**config.mk**
```make
export PLATFORM = sky130hd
export DESIGN_NAME = pc_sequencer
export DESIGN_NICKNAME = d
export VERILOG_FILES = /design/src/rtl/pc_sequencer.sv
export SDC_FILE = /design/constraint.sdc
export NUM_CORES = 1
export LEC_CHECK = 0
export ABC_AREA = 1
export ABC_CLOCK_PERIOD_IN_PS = 6100
export CAP_MARGIN = 20
export CELL_PAD_IN_SITES_DETAIL_PLACEMENT = 1
export CELL_PAD_IN_SITES_GLOBAL_PLACEMENT = 1
export CORE_MARGIN = 8
export CORE_UTILIZATION = 38
export DETAILED_ROUTE_END_ITERATION = 6
export PLACE_DENSITY = 0.94
export SLEW_MARGIN = 5
export SYNTH_ARGS = -nofsm -noshare
export SYNTH_HDL_FRONTEND = slang
export SYNTH_SLANG_ARGS = --single-unit
```
**constraint.sdc**
```tcl
create_clock -name clk_i -period 6.1 [get_ports clk_i]
set_clock_uncertainty 0.05 [all_clocks]
set_input_delay 0.915 -clock clk_i [delete_from_list [all_inputs] [get_ports clk_i]]
set_output_delay 0.915 -clock clk_i [all_outputs]
set_load 0.01 [all_outputs]
```
**src/rtl/pc_sequencer.sv**
```systemverilog
// pc_sequencer: registered program-counter controller for instruction fetch.
//
// Owns the PC register and an IDLE/RUN/HALTED state machine. Start, halt,
// stall and branch requests from decode are sampled on each rising edge and
// take effect on pc_o/state_o at that same edge.
//
// Ports:
//   clk_i       clock, all state changes on the rising edge
//   reset_i     synchronous active-high reset, overrides every other input
//   start_i     load startadd_i into PC, clear count, enter RUN
//   startadd_i  start address (PC_W)
//   halt_i      stop sequencing, enter HALTED (RUN only)
//   stall_i     hold PC and count this cycle (RUN only)
//   branchf_i   forward branch: pc + target_i + 1
//   branchb_i   backward branch: pc - target_i + 1
//   target_i    branch offset (PC_W)
//   pc_o        current fetch address (registered)
//   fetch_o     fetch strobe, high in RUN when not stalled
//   done_o      high while HALTED
//   count_o     saturating count of PC advances since last start (CNT_W)
//   state_o     IDLE=00, RUN=01, HALTED=10
//
// Handshake: there is no back-pressure; every request input is a level
// sampled at the rising edge. A branch presented during a stall is dropped,
// so the producer must hold it until a cycle in which stall_i is low.
module pc_sequencer #(
  parameter int PC_W  = 8,
  parameter int CNT_W = 16
) (
  input  logic             clk_i,
  input  logic             reset_i,
  input  logic             start_i,
  input  logic [PC_W-1:0]  startadd_i,
  input  logic             halt_i,
  input  logic             stall_i,
  input  logic             branchf_i,
  input  logic             branchb_i,
  input  logic [PC_W-1:0]  target_i,
  output logic [PC_W-1:0]  pc_o,
  output logic             fetch_o,
  output logic             done_o,
  output logic [CNT_W-1:0] count_o,
  output logic [1:0]       state_o
);

  typedef enum logic [1:0] {
    S_IDLE   = 2'b00,
    S_RUN    = 2'b01,
    S_HALTED = 2'b10,
    S_BAD    = 2'b11
  } state_t;

  localparam logic [PC_W-1:0]  PC_ONE  = {{(PC_W-1){1'b0}}, 1'b1};
  localparam logic [CNT_W-1:0] CNT_ONE = {{(CNT_W-1){1'b0}}, 1'b1};
  localparam logic [CNT_W-1:0] CNT_MAX = {CNT_W{1'b1}};

  state_t           state_q, state_d;
  logic [PC_W-1:0]  pc_q, pc_d;
  logic [CNT_W-1:0] cnt_q, cnt_d;
  logic             advance;

  always_ff @(posedge clk_i) begin
    if (reset_i) begin
      state_q <= S_IDLE;
      pc_q    <= '0;
      cnt_q   <= '0;
    end else begin
      state_q <= state_d;
      pc_q    <= pc_d;
      cnt_q   <= cnt_d;
    end
  end

  always_comb begin
    state_d = state_q;
    pc_d    = pc_q;
    cnt_d   = cnt_q;
    advance = 1'b0;
    case (state_q)
      S_IDLE, S_HALTED: begin
        if (start_i) begin
          pc_d    = startadd_i;
          cnt_d   = '0;
          state_d = S_RUN;
        end
      end
      S_RUN: begin
        if (start_i) begin
          pc_d  = startadd_i;
          cnt_d = '0;
        end else if (halt_i) begin
          state_d = S_HALTED;
        end else if (!stall_i) begin
          advance = 1'b1;
          // Forward branch wins when both branch requests are raised.
          if (branchf_i)      pc_d = pc_q + target_i + PC_ONE;
          else if (branchb_i) pc_d = pc_q - target_i + PC_ONE;
          else                pc_d = pc_q + PC_ONE;
        end
      end
      default: begin
        // Unreachable encoding: recover to a clean IDLE.
        state_d = S_IDLE;
        pc_d    = '0;
        cnt_d   = '0;
      end
    endcase
    if (advance && (cnt_q != CNT_MAX)) cnt_d = cnt_q + CNT_ONE;
  end

  assign pc_o    = pc_q;
  assign count_o = cnt_q;
  assign state_o = state_q;
  assign done_o  = (state_q == S_HALTED);
  assign fetch_o = (state_q == S_RUN) && !stall_i;

endmodule

```
==> results.yml <==
yosys:
  yosysMostFrequentCell: "nand2_1"
  synth_common_cells: "nand2_1 (115), inv_1 (58), nand3_1 (52), a21oi_1 (34), dfxtp_1 (26)"
  yosys-top-cells-area: "dfxtp_1 (21%), nand2_1 (18%), ha_1 (11%)"
  synth_top_area_cell: "dfxtp_1"
  synth_seq_area_share_pct: 21.2
  synth-edff-count: 0
  synth.top_cell.area_share_pct: 21.2
  synth_cell_type_count: 33
  syn_inst: 401
  async_flop_share_pct: 0
  yosysWarningCount: 0
  syn_area_mm2: 0.00246
  synthesis.nets: 448
  ys_ff_latch: 26
  synthFlopType: "dfxtp_1"
  synth_area_per_cell_um2: 6.13
grt:
  grt_start_max_net_pins: 24
  grt_pass1_vias: 2934
  antenna_found_initial: 0
  grt_use_total_pct: 18.4
  overflow: 0
  grt_pass1_wl_um: 13900
final_layout:
  seq_area_um2: 520
  nNetsFinal: 497
  fin_area_mm2: 0.00307
  area_delta_synth_final_pct: 25.0
  n_antenna_cell: 0
  final_cells: 526
  multi_input_comb_area_mm2: 0.00167
  fillCellCount: 848
  drive_above_1_share_pct: 3.79
sta:
  rsz0062_at_grt: "no"
  worst_slew_pin_slew_ns: 1.05
  tns_ns: 0
  finalHoldViolCount: 0
  max_slew_margin_pct: 29.9
  finalSetupViolations: 0
  clock.fmax_mhz: 309
  final_max_slew_viol_count: 0
  period_needed_ns: 3.24
  min_period_over_period_pct: 53.1
place:
  placed_cell_area_mm2: 0.00302
  portBuffers: 50
  dpl.hpwl_um: 6500
  dp.cells: 522
  gp_congestion: 0.842
floorplanning:
  die_x_um: 96.4
  pin_count: 51
  fp.coreArea_mm2: 0.00631
  row_count: 29
  start_util_pct: 38.9
  die_area_mm2: 0.00930
  die_h_um: 96.4
worst_setup_path:
  crit_path_top_delay_cell: "clkdlybuf4s50_1"
  ff2ff_setup_slack_ns: 3.42
  max_stage_delay_ns: 0.48
  worstPathMaxFanout: 3
  end_kind: "flip-flop"
  path_class: "in2reg"
  arrival_ns: 3.39
  crit_chain: "clkdlybuf4s50_1 > ha_1 > inv_1 > ha_1 > inv_1 > fa_1 > inv_1 > nand3_1 > nand2_1 > a21oi_1 > o21ai_0 > nand2_1 > nand2_1 > nand3_1 > nand2_1 > nand2_1 > a21oi_1"
  start_kind: "input pin"
  cp_common_cell: "nand2_1"
  required_ns: 6.25
cts:
  cts_buffer_depth: 2
  cts-root-buf: "clkbuf_8"
  h-tree-depth: 1
  clkTransAtPathRegs_ns: 0.10
  clk_latency_ns: 0.28
  cts_sinks: 26
  cts_buffers: 3
  cts_resized: 0
  postCtsSetupBuffers: 0
  holdBufCountCts: 0
  cts_tree: "done"
run_status:
  status: "complete, no violations"
power_and_ir_drop:
  pwr-share-comb_pct: 33.7
  pwr_density_cell_mw_per_mm2: 149
  p_seq_share_pct: 40.5
  ir_drop_mv: 0.0902
  p_leak_nw: 1.35
  p_sw_share_pct: 35.1
  switchingPower_mw: 0.161
  p_clk_share_pct: 25.8
  intPower_mw: 0.297
detailed_routing:
  viasPerCell: 5.41
  wl_per_cell_um: 15.6
  dr.pass1.iters: 4
  vias: 2848
  drt_iter0_markers: 104
  drcViolationCount: 0
  drt_wl_total_um: 8200
  ant_nets: 0
hold_path:
  hold_path_class: "reg2reg"
flow_run:
  drv_cap: 0
## cell families after synthesis
| kind of cell | count (synthesis) | share of synthesized area [%] |
|---|---|---|
| simple gates | 211 | 38.2 |
| flops | 26 | 21.2 |
| buf+inv | 68 | 11.0 |
| compound gates | 66 | 14.7 |
| xor+xnor | 6 | 2.14 |
| fa+ha+maj | 24 | 12.8 |
## layer usage
metal	routed length, um	GRT usage, %
met1	3830	23.8
met2	3870	31.2
met3	393	2.63
met4	104	4.54
met5	0	0
## per-stage QoR
stage	hold slack [ns]	setup slack [ns]	power (mW)	util (%)
after floorplan	0.450	3.39	0.283	-
after global placement	0.435	2.70	0.335	47.8
after detailed placement	0.439	2.58	0.341	47.8
after CTS	0.470	2.88	0.458	48.7
after global routing	0.502	2.67	0.486	48.7
final	0.465	2.86	0.457	48.7
## registers in the layout (all words and copies together), names as in the netlist
signal,flops
pc_o,8
state_o,2
count_o,16
## critical path, delay by kind of cell
| kind | cells | cell delay (ns) |
|---|---|---|
| AO/OA/AOI/OAI | 3 | 0.29 |
| adder cells (fa/ha/maj) | 3 | 0.91 |
| buffers and inverters | 4 | 0.76 |
| AND/OR/NAND/NOR | 7 | 0.52 |
## power by group through the flow
stage | combinational (mW) | clock [mW] | sequential, mW
final | 0.154 | 0.118 | 0.185
after CTS | 0.154 | 0.119 | 0.185
after global routing | 0.173 | 0.126 | 0.187
after global placement | 0.146 | 0 | 0.189
after floorplan | 0.0946 | 0 | 0.188
after detailed placement | 0.152 | 0 | 0.189
## cell type report
| type | instances | area share, % |
|---|---|---|
| multi-input combinational | 307 | 54.3 |
| tap | 77 | 3.14 |
| inverter | 62 | 7.57 |
| sequential | 26 | 16.9 |
| clock buffer | 4 | 1.79 |
| timing repair buffer | 50 | 16.3 |
## path summary, 6_finish.rpt
kind	start	endpoint	cells after the start
max reg2reg	pc_o[1]$_SDFFE_PP0P_	pc_o[5]$_SDFFE_PP0P_	17
min reg2reg	count_o[0]$_SDFFE_PP0P_	count_o[0]$_SDFFE_PP0P_	1
max	target_i[1]	pc_o[5]$_SDFFE_PP0P_	17
min	count_o[0]$_SDFFE_PP0P_	count_o[0]$_SDFFE_PP0P_	1
## placed cells by master, fill, tap and decap left out
master	count
xor2_1	4
o21bai_1	2
ha_1	22
a32o_1	1
o21ai_0	22
or2_2	2
fa_1	2
xnor2_1	2
a21oi_1	34
nand3_2	1
nor2_2	2
nand2_4	1
nand2_1	115
nand3_1	52
clkinv_1	2
inv_1	58
o221a_2	1
nor4_1	4
nor3_2	1
nand4_2	1
a21boi_0	1
clkbuf_8	4
inv_2	2
o31ai_1	1
nor3_1	4
a21oi_2	1
nand4_1	5
clkdlybuf4s50_1	50
nand3b_4	1
o211ai_1	2
nor2_1	22
o21ai_1	1
dfxtp_1	26
Note: power is estimated with default switching activity, not from simulation.
